[src/rtl/and_gate_sweep_ctrl_pkg.sv]
// Shared types and constants for the exhaustive 4-input AND gate sweep controller.
package and_sweep_pkg;

  typedef enum logic [1:0] {
    IDLE   = 2'd0,
    SETTLE = 2'd1,
    SAMPLE = 2'd2,
    DONE   = 2'd3
  } state_t;

  localparam int          VEC_COUNT   = 16;
  localparam logic [3:0]  LAST_VEC    = 4'(VEC_COUNT - 1);
  localparam logic [15:0] AND4_GOLDEN = 16'h8000;

endpackage

[src/rtl/and_gate_sweep_ctrl_if.sv]
// Bundle between the sweep controller (master) and the board/gate side (slave).
interface and_gate_sweep_ctrl_if;
  import and_sweep_pkg::*;

  // start is a request level sampled only while idle; busy acknowledges it from the
  // following cycle, and done pulses once when results are valid and held until the next start.
  logic        start;
  logic        gate_a;
  logic        gate_b;
  logic        gate_c;
  logic        gate_d;
  logic        gate_e;
  logic        busy;
  logic        done;
  logic        pass;
  logic [15:0] truth_table;
  logic        fail_valid;
  logic [3:0]  fail_index;
  state_t      dbg_state;

  modport master (
    input  start, gate_e,
    output gate_a, gate_b, gate_c, gate_d,
    output busy, done, pass, truth_table, fail_valid, fail_index, dbg_state
  );

  modport slave (
    output start, gate_e,
    input  gate_a, gate_b, gate_c, gate_d,
    input  busy, done, pass, truth_table, fail_valid, fail_index, dbg_state
  );

endinterface

[src/rtl/and_gate_sweep_ctrl_timer.sv]
// Settle timer: 4-bit down-counter with load; expire is high once the count reaches zero.
module sweep_settle_timer (
  input  logic       clk,
  input  logic       reset,
  input  logic       i_load,
  input  logic [3:0] i_load_val,
  input  logic       i_dec,
  output logic       o_expire
);

  logic [3:0] r_count;

  always_ff @(posedge clk) begin
    if (reset) begin
      r_count <= 4'd0;
    end else if (i_load) begin
      r_count <= i_load_val;
    end else if (i_dec && (r_count != 4'd0)) begin
      r_count <= r_count - 4'd1;
    end
  end

  assign o_expire = (r_count == 4'd0);

endmodule

[src/rtl/and_gate_sweep_ctrl.sv]
// Drives all 16 vectors onto the gate under test, captures its output per vector and
// grades the resulting truth table against a golden pattern.
module and_gate_sweep_ctrl
  import and_sweep_pkg::*;
#(
  parameter int          SETTLE_CYCLES = 2,
  parameter logic [15:0] EXPECTED      = AND4_GOLDEN
) (
  input  logic                  clk,
  input  logic                  reset,
  and_gate_sweep_ctrl_if.master bus
);

  // Timer is loaded with SETTLE_CYCLES-1 so SETTLE lasts exactly SETTLE_CYCLES cycles.
  localparam logic [3:0] SETTLE_LOAD = 4'(SETTLE_CYCLES - 1);

  state_t      r_state;
  state_t      w_next;
  logic [3:0]  r_vec;
  logic [15:0] r_table;
  logic [15:0] w_table_next;
  logic        r_busy;
  logic        r_done;
  logic        r_pass;
  logic        r_fail_valid;
  logic [3:0]  r_fail_index;
  logic        w_accept;
  logic        w_sample;
  logic        w_advance;
  logic        w_finish;
  logic        w_expire;
  logic        w_drive;
  logic        w_mismatch;

  always_ff @(posedge clk) begin
    if (reset) begin
      r_state <= IDLE;
    end else begin
      r_state <= w_next;
    end
  end

  always_comb begin
    w_next    = r_state;
    w_accept  = 1'b0;
    w_sample  = 1'b0;
    w_advance = 1'b0;
    w_finish  = 1'b0;
    case (r_state)
      IDLE: begin
        if (bus.start) begin
          w_accept = 1'b1;
          w_next   = SETTLE;
        end
      end
      SETTLE: begin
        if (w_expire) w_next = SAMPLE;
      end
      SAMPLE: begin
        w_sample = 1'b1;
        if (r_vec == LAST_VEC) begin
          w_finish = 1'b1;
          w_next   = DONE;
        end else begin
          w_advance = 1'b1;
          w_next    = SETTLE;
        end
      end
      DONE: begin
        w_next = IDLE;
      end
      default: begin
        w_next = IDLE;
      end
    endcase
  end

  sweep_settle_timer u_timer (
    .clk        (clk),
    .reset      (reset),
    .i_load     (w_accept | w_advance),
    .i_load_val (SETTLE_LOAD),
    .i_dec      (r_state == SETTLE),
    .o_expire   (w_expire)
  );

  // Table as it will look after this sample; pass is graded on it so it lands with done.
  always_comb begin
    w_table_next        = r_table;
    w_table_next[r_vec] = bus.gate_e;
  end

  assign w_mismatch = (bus.gate_e != EXPECTED[r_vec]);

  always_ff @(posedge clk) begin
    if (reset) begin
      r_vec        <= 4'd0;
      r_table      <= 16'h0000;
      r_busy       <= 1'b0;
      r_done       <= 1'b0;
      r_pass       <= 1'b0;
      r_fail_valid <= 1'b0;
      r_fail_index <= 4'd0;
    end else begin
      r_done <= w_finish;
      if (w_accept) begin
        r_vec        <= 4'd0;
        r_table      <= 16'h0000;
        r_fail_valid <= 1'b0;
        r_fail_index <= 4'd0;
        r_pass       <= 1'b0;
        r_busy       <= 1'b1;
      end
      if (w_sample) begin
        r_table <= w_table_next;
        if (w_mismatch && !r_fail_valid) begin
          r_fail_valid <= 1'b1;
          r_fail_index <= r_vec;
        end
      end
      if (w_advance) r_vec <= r_vec + 4'd1;
      if (w_finish)  r_pass <= (w_table_next == EXPECTED);
      if (r_state == DONE) r_busy <= 1'b0;
    end
  end

  assign w_drive         = (r_state == SETTLE) || (r_state == SAMPLE);
  assign bus.gate_a      = w_drive & r_vec[3];
  assign bus.gate_b      = w_drive & r_vec[2];
  assign bus.gate_c      = w_drive & r_vec[1];
  assign bus.gate_d      = w_drive & r_vec[0];
  assign bus.busy        = r_busy;
  assign bus.done        = r_done;
  assign bus.pass        = r_pass;
  assign bus.truth_table = r_table;
  assign bus.fail_valid  = r_fail_valid;
  assign bus.fail_index  = r_fail_index;
  assign bus.dbg_state   = r_state;

endmodule

[src/flat_wrapper.sv]
// flat-port wrapper written by rule: the top's interface ports become plain ports
module and_gate_sweep_ctrl_flat import and_sweep_pkg::*;
#(
  parameter int          SETTLE_CYCLES = 2,
  parameter logic [15:0] EXPECTED      = AND4_GOLDEN
)
  (clk, reset, bus_start, bus_gate_e, bus_gate_a, bus_gate_b, bus_gate_c, bus_gate_d, bus_busy, bus_done, bus_pass, bus_truth_table, bus_fail_valid, bus_fail_index, bus_dbg_state);
  and_gate_sweep_ctrl_if bus_i ();
  input  logic clk;
  input  logic reset;
  input wire logic [$bits(bus_i.start)-1:0] bus_start;
  input wire logic [$bits(bus_i.gate_e)-1:0] bus_gate_e;
  output wire logic [$bits(bus_i.gate_a)-1:0] bus_gate_a;
  output wire logic [$bits(bus_i.gate_b)-1:0] bus_gate_b;
  output wire logic [$bits(bus_i.gate_c)-1:0] bus_gate_c;
  output wire logic [$bits(bus_i.gate_d)-1:0] bus_gate_d;
  output wire logic [$bits(bus_i.busy)-1:0] bus_busy;
  output wire logic [$bits(bus_i.done)-1:0] bus_done;
  output wire logic [$bits(bus_i.pass)-1:0] bus_pass;
  output wire logic [$bits(bus_i.truth_table)-1:0] bus_truth_table;
  output wire logic [$bits(bus_i.fail_valid)-1:0] bus_fail_valid;
  output wire logic [$bits(bus_i.fail_index)-1:0] bus_fail_index;
  output wire logic [$bits(bus_i.dbg_state)-1:0] bus_dbg_state;
  assign bus_i.start = bus_start;
  assign bus_i.gate_e = bus_gate_e;
  assign bus_gate_a = bus_i.gate_a;
  assign bus_gate_b = bus_i.gate_b;
  assign bus_gate_c = bus_i.gate_c;
  assign bus_gate_d = bus_i.gate_d;
  assign bus_busy = bus_i.busy;
  assign bus_done = bus_i.done;
  assign bus_pass = bus_i.pass;
  assign bus_truth_table = bus_i.truth_table;
  assign bus_fail_valid = bus_i.fail_valid;
  assign bus_fail_index = bus_i.fail_index;
  assign bus_dbg_state = bus_i.dbg_state;
  and_gate_sweep_ctrl #(.SETTLE_CYCLES(SETTLE_CYCLES), .EXPECTED(EXPECTED)) u_core (.clk(clk), .reset(reset), .bus(bus_i));
endmodule
[config.mk]
export PLATFORM = sky130hd
export DESIGN_NAME = and_gate_sweep_ctrl_flat
export DESIGN_NICKNAME = d
export VERILOG_FILES = /design/src/rtl/and_gate_sweep_ctrl_pkg.sv /design/src/rtl/and_gate_sweep_ctrl_if.sv /design/src/rtl/and_gate_sweep_ctrl_timer.sv /design/src/rtl/and_gate_sweep_ctrl.sv /design/src/flat_wrapper.sv
export SDC_FILE = /design/constraint.sdc
export NUM_CORES = 1
export LEC_CHECK = 0
export CAP_MARGIN = 20
export CELL_PAD_IN_SITES_DETAIL_PLACEMENT = 1
export CELL_PAD_IN_SITES_GLOBAL_PLACEMENT = 2
export CORE_AREA = 2 2 91 71
export DETAILED_ROUTE_END_ITERATION = 6
export DIE_AREA = 0 0 93 73
export PLACE_DENSITY_LB_ADDON = 0.1
export SYNTH_ARGS = -nofsm -noshare
export SYNTH_HDL_FRONTEND = slang
export SYNTH_SLANG_ARGS = --single-unit
[constraint.sdc]
create_clock -name clk -period 6.2 [get_ports clk]
set_input_delay 0.93 -clock clk [delete_from_list [all_inputs] [get_ports clk]]
set_output_delay 0.93 -clock clk [all_outputs]
set_load 0.03 [all_outputs]
==> impl_metrics.ini <==
[logic_synthesis]
synthDominantCellAreaShare = 0.380
syn_nets = 241
ys_warn_count = 0
postSynthCellCount = 227
ys.flop_type = dfxtp_1
syn-cell-area_um2 = 1850
synthArstFlopShare = 0
yosysTopAreaCell = dfxtp_1
synth_top_cells_by_area = dfxtp_1 38%, a21oi_1 7.3%, ha_1 6.8%
synth.most_common_cell = dfxtp_1
synthTopCellsByCount = 35 x dfxtp_1, 31 x nor2_1, 27 x a21oi_1
synth_edf_count = 0
ys_types = 33
ys_ff_latch = 35
syn_area_per_cell_um2 = 8.13
yosysSeqAreaShare = 0.380

[final_layout]
fin_util = 0.384
drive_gt1_frac = 0.0625
fin_area_um2 = 2310
finalNonFillerCells = 337
syn_to_final_growth_pct = 25.1
nets = 269
diodes = 0

[power]
leakage_nw = 0.907
power_mw = 0.621
p_per_area_nw_per_um2 = 269
worst_ir_drop_vdd_uv = 90.6

[clock_tree]
numClockSinks = 35
post_cts_buffers = 0
tritoncts = built
hold_buffers = 0
insertion_delay_ps = 290
cts_resized = 0
htreeDepth = 2
cts_buffers = 5
cts_root_buf = clkbuf_8
clk_pin_slew_ps = 70
ctsLongestPathBuffers = 2

[floorplan]
die_w_um = 93
core_area_um2 = 6010
rows = 25
start_util = 0.307
pin_count = 34
fp.dieArea_um2 = 6790
die_h_um = 73

[global_routing]
gr-total-overflow = 0
grt_pass1_wl_mm = 8.31
grt_max_degree = 34
antenna_found_initial = 0
grt_usage = 0.158
grt_pass1_vias = 1659

[routing]
totalWireLength_mm = 4.85
wl_per_cell_um = 14.4
drc = 0
ant_nets = 0
vias_per_cell = 4.84
dr.pass1.iters = 4
vias = 1630
drtIter0Drc = 80

[status]
status = complete, no violations

[worst_hold_path]
min_path_type = reg2reg
hold_depth = 2
hold_start = u_core.bus.fail_index[2]

[setup_path]
cp_num_buf_inv = 2
r2r_start = u_core.bus.dbg_state[0]
reg2reg_depth = 8
slowest_stage = clkdlybuf4s50_1
crit_cells = 4
crit_type = reg2out
path_cells = inv_1 -> ha_1 -> and2_1 -> clkdlybuf4s50_1
cp_top_family = buffers and inverters
required_ps = 5270
startpoint_type = register
worstSetupStartpoint = u_core.bus.dbg_state[0]
slowest_delay_ps = 660
critPathArrivalTime_ps = 1940
crit_path_end_kind = primary output
cp_max_fo = 6

[sta]
hold-worst-slack_ps = 478
final.setup.tns_ps = 0
finalMaxSlewViolations = 0
worst_pin_slew_ps = 648
rsz0062_at_grt = no
slew_headroom = 0.567
fin_skew_ps = 6.56
setup_slack_ps = 3330
finalSetupViolations = 0
fmax_ghz = 0.349
hold_violations = 0
finalCritPeriodShare = 0.463
period_minus_slack_ps = 2870

[placement]
port_buffers = 33
dp_slack_ps = 3230
place_hpwl_mm = 3.42
gp_congestion = 0.759
placed_area_um2 = 2230
placed_cells = 329

[flow_run]
maxCapViolations = 0
[where the power goes]
group,leakage [nW],switching [mW],total (mW),internal (mW)
registers,0.283,0.0179,0.259,0.241
clock network,0.0422,0.0840,0.163,0.0789
logic,0.582,0.130,0.199,0.0694
total,0.907,0.231,0.621,0.390
[worst min-delay path: cells and delay by family (launching register included)]
family | cells | cell delay, ps
simple gates | 1 | 60
compound gates | 1 | 60
flops | 1 | 310
[placed cells by master, fill, tap and decap left out]
cell type,synthesis,routed
dfxtp_1,35,35
clkdlybuf4s50_1,0,33
nor2_1,31,31
a21oi_1,27,27
nand3_1,14,14
nand2_1,13,13
and3_1,11,11
ha_1,10,10
inv_1,9,9
nand3b_1,7,7
mux2_2,7,7
nor3_1,5,5
o21ai_0,5,5
mux2i_1,5,5
clkbuf_8,0,5
and2_1,4,4
xor2_1,4,4
nor3b_1,4,4
a21o_1,4,4
a31oi_1,4,4
nor4_1,3,3
nand4_1,2,2
clkbuf_1,11,2
buf_4,1,2
a21boi_1,1,1
a211oi_1,1,1
o21ba_2,1,1
o211ai_1,1,1
mux2_1,1,1
nor2b_1,1,1
xnor2_1,1,1
or4_1,1,1
o31ai_1,1,1
clkinv_2,0,1
[cells by family (layout without fill, tap and decap cells)]
| family | Yosys count | in the layout | synth area share |
|---|---|---|---|
| simple gates | 96 | 96 | 0.261 |
| flops | 35 | 35 | 0.380 |
| mux | 13 | 13 | 0.0759 |
| buf+inv | 23 | 52 | 0.0536 |
| compound gates | 45 | 45 | 0.138 |
| fa+ha+maj | 10 | 10 | 0.0678 |
| xor+xnor | 5 | 5 | 0.0237 |
[final timing paths]
check | to | slack [ps]
max | bus_gate_b | 3330
min | u_core.bus.fail_index[2] | 480
max reg2reg | register | 3920
min reg2reg | u_core.bus.fail_index[2] | 480
[registers in the layout, indices dropped and copies added, names as in the netlist, named ones only]
register,cells
u_core.bus.pass,1
u_core.bus.fail_valid,1
u_core.bus.dbg_state,2
u_core.bus.fail_index,4
u_core.bus.truth_table,16
u_core.bus.busy,1
u_core.bus.done,1
u_core.r_vec,4
u_core.u_timer.r_count,4
[final cells by class]
| type | instances | area, um2 |
|---|---|---|
| well taps | 81 | 101 |
| inverters | 9 | 33.8 |
| repair buffers | 35 | 345 |
| flip-flops and latches | 35 | 701 |
| multi-input cells | 169 | 1050 |
| clock inverters | 1 | 5.00 |
| fillers | 747 | 3700 |
| clock buffers | 7 | 76.3 |
[layer usage]
layer / up-vias / wire, um / global-route usage / part of all wire
met2: 24 / 1910 / 0.225 / 0.39
met3: 6 / 174 / 0.0372 / 0.036
li1: 837 / - / - / -
met5: - / 0 / 0 / 0
met4: 0 / 66 / 0.0588 / 0.014
met1: 763 / 2700 / 0.229 / 0.56
Power figures use the tool's default switching activity.
